--- config.mk ---
export PLATFORM = sky130hd
export DESIGN_NAME = sa_ram_rd_ctrl_256x128_flat
export DESIGN_NICKNAME = d
export VERILOG_FILES = /design/src/rtl/sa_ram_rd_ctrl_256x128_if.sv /design/src/rtl/sa_ram_rd_ctrl_256x128.sv /design/src/flat_wrapper.sv
export SDC_FILE = /design/constraint.sdc
export NUM_CORES = 1
export LEC_CHECK = 0
export ABC_AREA = 0
export BUFFER_PORTS_ARGS = -buffer_cell sky130_fd_sc_hd__buf_2
export CAP_MARGIN = 20
export CORE_ASPECT_RATIO = 0.6
export CORE_UTILIZATION = 50
export CTS_CLUSTER_SIZE = 14
export DETAILED_ROUTE_END_ITERATION = 7
export PLACE_DENSITY = 0.86
export SYNTH_ARGS = -nofsm -noshare
export SYNTH_HDL_FRONTEND = slang
export SYNTH_SLANG_ARGS = --single-unit
--- constraint.sdc ---
create_clock -name nvdla_core_clk -period 3.6 [get_ports nvdla_core_clk]
set_input_delay 0.36 -clock nvdla_core_clk [delete_from_list [all_inputs] [get_ports nvdla_core_clk]]
set_output_delay 0.36 -clock nvdla_core_clk [all_outputs]
set_load 0.02 [all_outputs]
--- src/rtl/sa_ram_rd_ctrl_256x128_if.sv ---
// ---------------------------------------------------------------------------
// sa_ram_rd_ctrl_256x128_if
//
// Groups the request handshake, the RAM read port and the output beat
// stream of the burst read controller into one bundle.
//
//   req_valid / req_ready      burst request handshake
//   req_addr  [7:0]            first RAM word of the burst
//   req_len   [7:0]            burst length minus one
//   ram_re / ram_ra [7:0]      RAM read enable / read address
//   ram_dout  [127:0]          RAM read data (one cycle after ram_re)
//   rd_pvld / rd_prdy          output beat handshake
//   rd_pd     [127:0]          output beat data
//   rd_last                    final beat of the burst
//   done                       pulse when the final beat handshakes
//
// Modports:
//   master - the controller (drives requests' ready, RAM port, beat stream)
//   slave  - the environment (requester, RAM model, downstream consumer)
// ---------------------------------------------------------------------------
interface sa_ram_rd_ctrl_256x128_if;
    logic         req_valid;
    logic         req_ready;
    logic [7:0]   req_addr;
    logic [7:0]   req_len;
    logic         ram_re;
    logic [7:0]   ram_ra;
    logic [127:0] ram_dout;
    logic         rd_pvld;
    logic         rd_prdy;
    logic [127:0] rd_pd;
    logic         rd_last;
    logic         done;

    modport master (
        input  req_valid, req_addr, req_len, ram_dout, rd_prdy,
        output req_ready, ram_re, ram_ra, rd_pvld, rd_pd, rd_last, done
    );

    modport slave (
        output req_valid, req_addr, req_len, ram_dout, rd_prdy,
        input  req_ready, ram_re, ram_ra, rd_pvld, rd_pd, rd_last, done
    );
endinterface

--- src/rtl/sa_ram_rd_ctrl_256x128.sv ---
// ---------------------------------------------------------------------------
// sa_ram_rd_ctrl_256x128
//
// Burst read controller for a 256 x 128-bit RAM. Accepts a (start address,
// length-1) request, issues consecutive RAM reads with wrapping addresses,
// and streams the returned words through a 2-entry output FIFO with a
// valid/ready handshake. A read is only issued when the FIFO is guaranteed
// to have room for its data, so the FIFO can never overflow regardless of
// downstream back-pressure.
//
// Ports:
//   nvdla_core_clk   clock, rising edge
//   nvdla_core_rstn  asynchronous active-low reset
//   bus              sa_ram_rd_ctrl_256x128_if.master (request, RAM read
//                    port and output beat stream)
// ---------------------------------------------------------------------------
module sa_ram_rd_ctrl_256x128 (
    input  logic                            nvdla_core_clk,
    input  logic                            nvdla_core_rstn,
    sa_ram_rd_ctrl_256x128_if.master        bus
);

    typedef enum logic [1:0] {
        IDLE  = 2'd0,
        RUN   = 2'd1,
        DRAIN = 2'd2
    } state_t;

    state_t       r_state;
    state_t       w_nextState;

    logic [7:0]   r_curAddr;
    logic [7:0]   r_remaining;
    logic         r_inflight;
    logic         r_inflightLast;

    logic [127:0] r_fifoData [2];
    logic [1:0]   r_fifoLast;
    logic         r_rdPtr;
    logic         r_wrPtr;
    logic [1:0]   r_occ;

    logic         w_accept;
    logic         w_pop;
    logic         w_push;
    logic [2:0]   w_occProjected;
    logic         w_credit;
    logic         w_issue;
    logic         w_issueLast;
    logic         w_done;

    assign w_accept    = bus.req_valid && (r_state == IDLE);
    assign w_pop       = (r_occ != 2'd0) && bus.rd_prdy;
    assign w_push      = r_inflight;

    // Occupancy the FIFO will have next cycle before this cycle's read lands.
    // A new read is safe only if that leaves a free slot for its data.
    assign w_occProjected = {1'b0, r_occ} + {2'b00, r_inflight} - {2'b00, w_pop};
    assign w_credit       = (w_occProjected < 3'd2);

    assign w_issue     = (r_state == RUN) && w_credit;
    assign w_issueLast = w_issue && (r_remaining == 8'd0);

    // The last tag only exists on the final beat, so this fires only in DRAIN.
    assign w_done      = w_pop && r_fifoLast[r_rdPtr];

    always_ff @(posedge nvdla_core_clk or negedge nvdla_core_rstn) begin
        if (!nvdla_core_rstn) begin
            r_state <= IDLE;
        end else begin
            r_state <= w_nextState;
        end
    end

    always_comb begin
        w_nextState = r_state;
        case (r_state)
            IDLE:    if (w_accept)    w_nextState = RUN;
            RUN:     if (w_issueLast) w_nextState = DRAIN;
            DRAIN:   if (w_done)      w_nextState = IDLE;
            default:                  w_nextState = IDLE;
        endcase
    end

    // Address and beat counter: loaded on acceptance, stepped per issued read.
    always_ff @(posedge nvdla_core_clk or negedge nvdla_core_rstn) begin
        if (!nvdla_core_rstn) begin
            r_curAddr   <= 8'd0;
            r_remaining <= 8'd0;
        end else if (w_accept) begin
            r_curAddr   <= bus.req_addr;
            r_remaining <= bus.req_len;
        end else if (w_issue) begin
            r_curAddr <= r_curAddr + 8'd1;
            if (r_remaining != 8'd0) begin
                r_remaining <= r_remaining - 8'd1;
            end
        end
    end

    // Marks the cycle in which RAM data for last cycle's read is on ram_dout.
    always_ff @(posedge nvdla_core_clk or negedge nvdla_core_rstn) begin
        if (!nvdla_core_rstn) begin
            r_inflight     <= 1'b0;
            r_inflightLast <= 1'b0;
        end else begin
            r_inflight     <= w_issue;
            r_inflightLast <= w_issueLast;
        end
    end

    // Two-entry output FIFO; the head entry drives the beat outputs directly.
    always_ff @(posedge nvdla_core_clk or negedge nvdla_core_rstn) begin
        if (!nvdla_core_rstn) begin
            r_fifoData[0] <= '0;
            r_fifoData[1] <= '0;
            r_fifoLast    <= 2'b00;
            r_rdPtr       <= 1'b0;
            r_wrPtr       <= 1'b0;
            r_occ         <= 2'd0;
        end else begin
            if (w_push) begin
                r_fifoData[r_wrPtr] <= bus.ram_dout;
                r_fifoLast[r_wrPtr] <= r_inflightLast;
                r_wrPtr             <= ~r_wrPtr;
            end
            if (w_pop) begin
                r_rdPtr <= ~r_rdPtr;
            end
            if (w_push && !w_pop) begin
                r_occ <= r_occ + 2'd1;
            end else if (w_pop && !w_push) begin
                r_occ <= r_occ - 2'd1;
            end
        end
    end

    assign bus.req_ready = (r_state == IDLE);
    assign bus.ram_re    = w_issue;
    assign bus.ram_ra    = r_curAddr;
    assign bus.rd_pvld   = (r_occ != 2'd0);
    assign bus.rd_pd     = r_fifoData[r_rdPtr];
    assign bus.rd_last   = r_fifoLast[r_rdPtr];
    assign bus.done      = w_done;

endmodule

--- src/flat_wrapper.sv ---
// flat-port wrapper written by rule: the top's interface ports become plain ports
module sa_ram_rd_ctrl_256x128_flat 
  (nvdla_core_clk, nvdla_core_rstn, bus_req_valid, bus_req_addr, bus_req_len, bus_ram_dout, bus_rd_prdy, bus_req_ready, bus_ram_re, bus_ram_ra, bus_rd_pvld, bus_rd_pd, bus_rd_last, bus_done);
  sa_ram_rd_ctrl_256x128_if bus_i ();
  input  logic nvdla_core_clk;
  input  logic nvdla_core_rstn;
  input wire logic [$bits(bus_i.req_valid)-1:0] bus_req_valid;
  input wire logic [$bits(bus_i.req_addr)-1:0] bus_req_addr;
  input wire logic [$bits(bus_i.req_len)-1:0] bus_req_len;
  input wire logic [$bits(bus_i.ram_dout)-1:0] bus_ram_dout;
  input wire logic [$bits(bus_i.rd_prdy)-1:0] bus_rd_prdy;
  output wire logic [$bits(bus_i.req_ready)-1:0] bus_req_ready;
  output wire logic [$bits(bus_i.ram_re)-1:0] bus_ram_re;
  output wire logic [$bits(bus_i.ram_ra)-1:0] bus_ram_ra;
  output wire logic [$bits(bus_i.rd_pvld)-1:0] bus_rd_pvld;
  output wire logic [$bits(bus_i.rd_pd)-1:0] bus_rd_pd;
  output wire logic [$bits(bus_i.rd_last)-1:0] bus_rd_last;
  output wire logic [$bits(bus_i.done)-1:0] bus_done;
  assign bus_i.req_valid = bus_req_valid;
  assign bus_i.req_addr = bus_req_addr;
  assign bus_i.req_len = bus_req_len;
  assign bus_i.ram_dout = bus_ram_dout;
  assign bus_i.rd_prdy = bus_rd_prdy;
  assign bus_req_ready = bus_i.req_ready;
  assign bus_ram_re = bus_i.ram_re;
  assign bus_ram_ra = bus_i.ram_ra;
  assign bus_rd_pvld = bus_i.rd_pvld;
  assign bus_rd_pd = bus_i.rd_pd;
  assign bus_rd_last = bus_i.rd_last;
  assign bus_done = bus_i.done;
  sa_ram_rd_ctrl_256x128 u_core (.nvdla_core_clk(nvdla_core_clk), .nvdla_core_rstn(nvdla_core_rstn), .bus(bus_i));
endmodule
* Yosys cells after proc, flatten, opt, wreduce, memory -nomap -nowiden
Cells that the tools add are included.
** Storage, ports and cells
- Register bits :: 282
** Operators by class
- Add/sub/neg operators :: 6
- $lt $le $gt $ge :: 7
- Equal/unequal tests :: 5
- Multiplexer cells :: 22
- Bitwise operators :: 4
- Reduce and logical (&&, ||, !) cells :: 20
** Operators with widths (count)
- 2-to-1 mux 128 bit :: 4
- bitwise mux 256 bit :: 1
- demux 128 bit (select 1 bit) :: 1
- 2-to-1 mux 8 bit :: 5
- 2-to-1 mux 2 bit :: 5
- logical AND 1 bit :: 9
- adder 8 x 1 -> 8 bit, second input constant :: 1
- zero test 8 bit :: 1
- nonzero test 2 bit :: 4
- nonzero test 8 bit :: 1
- subtractor 8 x 1 -> 8 bit, second input constant :: 1
- one-hot mux 2 bit (3 select lines) :: 1
- greater-or-equal comparator 2 bit, second input constant :: 2
- less-than comparator 1 x 2 -> 1 bit, second input constant :: 2
- inequality test 2 x 1 -> 1 bit, second input constant :: 2
- NOT 1 -> 2 bit :: 2
- adder 2 x 1 -> 3 bit :: 1
- less-than comparator 3 x 2 -> 1 bit, second input constant :: 1
- 2-to-1 mux 1 bit :: 3
- AND reduction 3 bit :: 1
- subtractor 3 x 1 -> 3 bit :: 1
- adder 2 x 1 -> 2 bit, second input constant :: 1
- bitwise mux 2 bit :: 1
- == test 2 x 1 -> 1 bit, second input constant :: 1
- 10 further kinds :: 12

* Logic depth before layout (Yosys ltp)
- Depth after elaboration :: 8
- Mapped depth :: 11
- Depth with buffers taken out :: 10

* Worst setup path after synthesis
OpenSTA, ideal clock, no wires.
- Path type :: register to register
- Start point :: reg u_core.r_occ[1]
- End point :: reg u_core.r_remaining[1]
- Data arrival time :: 2906 ps
- Required time :: 3474 ps
- Slack :: 568 ps
- Stages on the path, launching flop included :: 12
- Cell sequence :: dfrtp_1 -> or2_2 -> nand2_1 -> ha_1 -> nand2b_1 -> fa_1 -> and3b_1 -> buf_2 -> nand2_1 -> inv_1 -> nand2_1 -> a221o_1
** On the way
- Cells in the longest elaborated chain, start to end :: 7
- Elaborated cells on any way between the ends :: 8
- Classes of those cells :: add/sub (2); order compare (1); reduce/logical (5)
** Ends and longest elaborated chain
- start, declared :: RTL line sa_ram_rd_ctrl_256x128.sv:41 : logic [1:0] r_occ;
- start signal, assigned :: RTL line sa_ram_rd_ctrl_256x128.sv:131 : r_occ <= r_occ + 2'd1;
- start signal, assigned :: RTL line sa_ram_rd_ctrl_256x128.sv:133 : r_occ <= r_occ - 2'd1;
- nonzero test 2 bit
- net bus_rd_pvld :: RTL line flat_wrapper.sv:15 : output wire logic [$bits(bus_i.rd_pvld)-1:0] bus_rd_pvld;
- logical AND 1 bit :: RTL line sa_ram_rd_ctrl_256x128.sv:53 : assign w_pop = (r_occ != 2'd0) && bus.rd_prdy;
- subtractor 3 x 1 -> 3 bit :: RTL line sa_ram_rd_ctrl_256x128.sv:58 : assign w_occProjected = {1'b0, r_occ} + {2'b00, r_inflight} - {2'b00, w_pop};
- less-than comparator 3 x 2 -> 1 bit :: RTL line sa_ram_rd_ctrl_256x128.sv:59 : assign w_credit = (w_occProjected < 3'd2);
- logical AND 1 bit :: RTL line sa_ram_rd_ctrl_256x128.sv:61 : assign w_issue = (r_state == RUN) && w_credit;
- net bus_ram_re :: RTL line flat_wrapper.sv:13 : output wire logic [$bits(bus_i.ram_re)-1:0] bus_ram_re;
- nonzero test 2 bit (no source line)
- AND reduction 2 bit (no source line)
- end signal, assigned :: RTL line sa_ram_rd_ctrl_256x128.sv:92 : r_remaining <= bus.req_len;
- end signal, assigned :: RTL line sa_ram_rd_ctrl_256x128.sv:96 : r_remaining <= r_remaining - 8'd1;
- end, declared :: RTL line sa_ram_rd_ctrl_256x128.sv:33 : logic [7:0] r_remaining;
The timed path passes the listed nets, and every way through them passes these cells.
A chain may end at the register's enable or synchronous reset.

* Final worst setup path
- Start point :: reg u_core.r_occ[1]
- End point :: out bus_ram_re
** On the way
- Cells in the longest elaborated chain, start to end :: 5
- Elaborated cells on any way between the ends :: 6
- Classes of those cells :: add/sub (2); order compare (1); reduce/logical (3)
** Ends and longest elaborated chain (RTL line)
- branches (longest 2 deep; another with adder 2 x 1 -> 3 bit)
- subtractor 3 x 1 -> 3 bit (*) :: sa_ram_rd_ctrl_256x128.sv:58
- less-than comparator 3 x 2 -> 1 bit (*) :: sa_ram_rd_ctrl_256x128.sv:59
- logical AND 1 bit (*) :: sa_ram_rd_ctrl_256x128.sv:61
- end, declared :: flat_wrapper.sv:13
Mark *: on every way between the ends.

==> summary.txt <==
Min path
  • Hold Path Class: in2reg

Detailed routing
  • Drt first pass iters: 4
  • Detail Route Antenna Nets: 0
  • Final wirelength: 27.2 mm
  • # DRC: 0
  • Vias per inst: 5.38
  • Vias after detailed routing: 7841
  • DR iter-0 viols: 344
  • Wire length per cell: 18.6 µm

Cells and area
  • Synth-to-Final Area Change: 22.0%
  • FILL cells: 1853
  • Layout cell share with drive strength beyond 1: 0.654
  • Flip-flop and latch area: 0.00706 mm²
  • Final #Nets: 1268
  • Post-layout util: 0.621
  • Area of the multi-input gates: 0.00508 mm²
  • N_diodes: 0

Setup path
  • Worst Setup Path Type: reg2out
  • Worst EP required: 3.24 ns
  • Startpoint Class: flip-flop
  • Worst setup EP type: primary output
  • Worst Path Max Fanout: 7
  • Critical path arrival: 3.03 ns

Synth
  • Synth unique cells: 38
  • Synth Net Count: 980
  • Seq/Total Area, Yosys: 0.572
  • #FFs+latches synth: 282
  • Syn_area_per_cell: 14.9 µm²
  • Gate Count Post-Synth: 827
  • Synth Cell Area: 0.0123 mm²
  • Ys Warns: 0

GRT
  • Vias in the first global route: 8148
  • GRT Total Usage: 0.211
  • First-pass GRT wire length: 42.7 mm
  • Largest net degree at the start of global routing: 130
  • Initial antenna violation count: 2
  • Total gr overflow: 0

Floorplanning
  • Standard-cell rows: 44
  • Die height: 124 µm
  • Area of the core: 0.0242 mm²
  • IO Pins: 289
  • Die width: 205 µm
  • DIE AREA: 0.0253 mm²
  • Starting Density: 0.509

Timing
  • Final hold violations: 0
  • Setup Skew: 0.0154 ns
  • RSZ-0062 raised after global routing: no
  • Slew @ Worst Pin: 0.805 ns
  • Final Critical Period: 3.39 ns
  • Setup_tns: 0 ns
  • Final setup vio count: 0
  • Final Hold Slack: 0.0364 ns
  • Slew Viols, Final: 0
  • Normalized max-slew margin: 0.463
  • Worst Slack Setup Final: 0.206 ns
  • Crit share post-route: 0.943
  • Max frequency: 0.295 GHz

Clock tree
  • Clock sinks: 282
  • Root buffer cell: clkbuf_16
  • Maximum clock insertion buffer count: 3
  • Worst-path clk slew: 0.06 ns
  • TritonCTS Buffers: 27
  • Clock Latency Late Sink: 0.54 ns
  • H-tree level count: 1
  • CTS tree: built

Status
  • Status: finished, final reports clean

Placed design
  • Placer congestion estimate: 0.853
  • DP Worst Slack: 0.348 ns
  • DP Wirelength: 18.1 mm
  • I/O Buffers: 288

Power
  • Pwr Total: 0.0162 W
  • VDD IR max: 0.000624 V
  • Power Dens Cells: 1080 mW/mm²
  • Static Leak: 6.81 nW

Flow run
  • Max-cap violations: 0
[cell usage after synthesis (all sizes together)]
cell type    n  area share
xor2         8      0.0057
a221o        1     0.00081
and4b        1     0.00081
or4          3      0.0021
nor4b        1     0.00071
buf         22      0.0086
o31ai        2      0.0012
a31oi        7      0.0035
dfrtp      282        0.57
inv          6      0.0018
o21ai        8      0.0032
or2          2      0.0010
and2         3      0.0015
fa           1      0.0016
and3         2      0.0010
mux2       387        0.35
o41ai        2      0.0014
or4b         2      0.0016
clkbuf      25      0.0076
nand2       15      0.0046
or3          4      0.0024
nand4        6      0.0030
and3b        1     0.00071
o32ai        1     0.00071
and4         1     0.00071
nand3        5      0.0020
nand2b       2      0.0010
nor2        14      0.0043
ha           4      0.0041
o211ai       2      0.0012
nor3         3      0.0021
xnor2        4      0.0034
[state kept, by name (all words and copies together), names as in the netlist]
register / count
u_core.r_fifoData: 256
u_core.bus.ram_ra: 8
u_core.r_remaining: 8
u_core.r_fifoLast: 2
u_core.r_occ: 2
u_core.r_state: 2
u_core.r_inflight: 1
u_core.r_inflightLast: 1
u_core.r_rdPtr: 1
u_core.r_wrPtr: 1
[area by class of cell]
cell class / instances / share of cell area
Clock buffer: 39 / 0.0505
Clock inverter: 10 / 0.00432
Inverter: 6 / 0.00166
Multi-Input combinational cell: 492 / 0.337
Sequential cell: 282 / 0.469
Tap cell: 322 / 0.0268
Timing Repair Buffer: 306 / 0.110
[logic make-up (layout without fill, tap and decap cells)]
logic type,Yosys count,after routing,synth area share
mux,387,387,0.353
fa+ha+maj,5,5,0.00568
simple gates,65,65,0.0297
flops,282,282,0.572
xor+xnor,12,12,0.00913
compound gates,23,23,0.0122
buf+inv,53,361,0.0181
[metrics by stage]
stage	cells	area, µm²
floorplan	827	12300
global placement	1402	14200
detailed placement	1402	14200
CTS	1454	15000
global route	1457	15100
finish	1457	15100
[power breakdown]
group / switching (W) / internal [W] / leakage, nW
combinational: 0.00394 / 0.00380 / 3.08
sequential: 0.000997 / 0.00480 / 3.32
clock: 0.00119 / 0.00148 / 0.405
[routing by layer]
metal  wire (µm)  track usage  vias to the layer above
met3        2330       0.0756                       42
met5          27            0                        -
li1            -            -                     3571
met1       12000        0.280                     3979
met4         388       0.0415                        4
met2       12400        0.334                      245
[critical path: stages, from the launching register on]
cell	delay, ns
dfrtp_2	0.45
or2_2	0.32
nand2_1	0.12
ha_1	0.28
nand2b_1	0.18
fa_1	0.52
and3b_1	0.24
nand2_4	0.10
inv_4	0.11
buf_2	0.17
[placed cells by master (no fill, tap or decap), types with 3 or more instances in the layout]
cell,synthesis,final
nand4_1,6,6
nand2_1,15,13
buf_12,0,5
dlygate4sd3_1,0,3
clkbuf_1,25,8
and2_1,3,3
xnor2_1,3,3
dfrtp_1,282,280
or3_1,3,3
nand3_1,5,5
clkbuf_8,0,4
inv_1,6,5
xor2_1,8,8
buf_2,19,287
nor2_1,14,13
buf_4,0,10
mux2_2,387,387
a31oi_1,7,7
clkbuf_16,0,27
o21ai_0,8,8
clkinv_2,0,6
ha_1,4,4
[timing repair]
action,in CTS,in global routing
endpoints found under the setup margin,1,1
hold buffers,3,0
hold endpoints to repair,73,0
gates resized for setup,2,3
pin swaps,0,1
buffers inserted,0,3
[worst paths after layout]
check / start / end / slack [ns] / cells past startpoint
hold reg to reg: u_core.r_fifoData[95]$_DFFE_PN0P_ / u_core.r_fifoData[95]$_DFFE_PN0P_ / 0.50 / 1
hold / removal: bus_req_addr[4] / u_core.bus.ram_ra[4]$_DFFE_PN0P_ / 0.04 / 3
setup / recovery: u_core.r_occ[1]$_DFFE_PN0N_ / bus_ram_re / 0.21 / 9
max in group asynchronous: nvdla_core_rstn / u_core.r_fifoData[33]$_DFFE_PN0P_ / 2.25 / 3
min in group asynchronous: nvdla_core_rstn / u_core.r_fifoData[118]$_DFFE_PN0P_ / 0.39 / 2
setup reg to reg: u_core.r_occ[1]$_DFFE_PN0N_ / u_core.r_remaining[5]$_DFFE_PN0P_ / 0.45 / 10
Power figures use the tool's default switching activity.
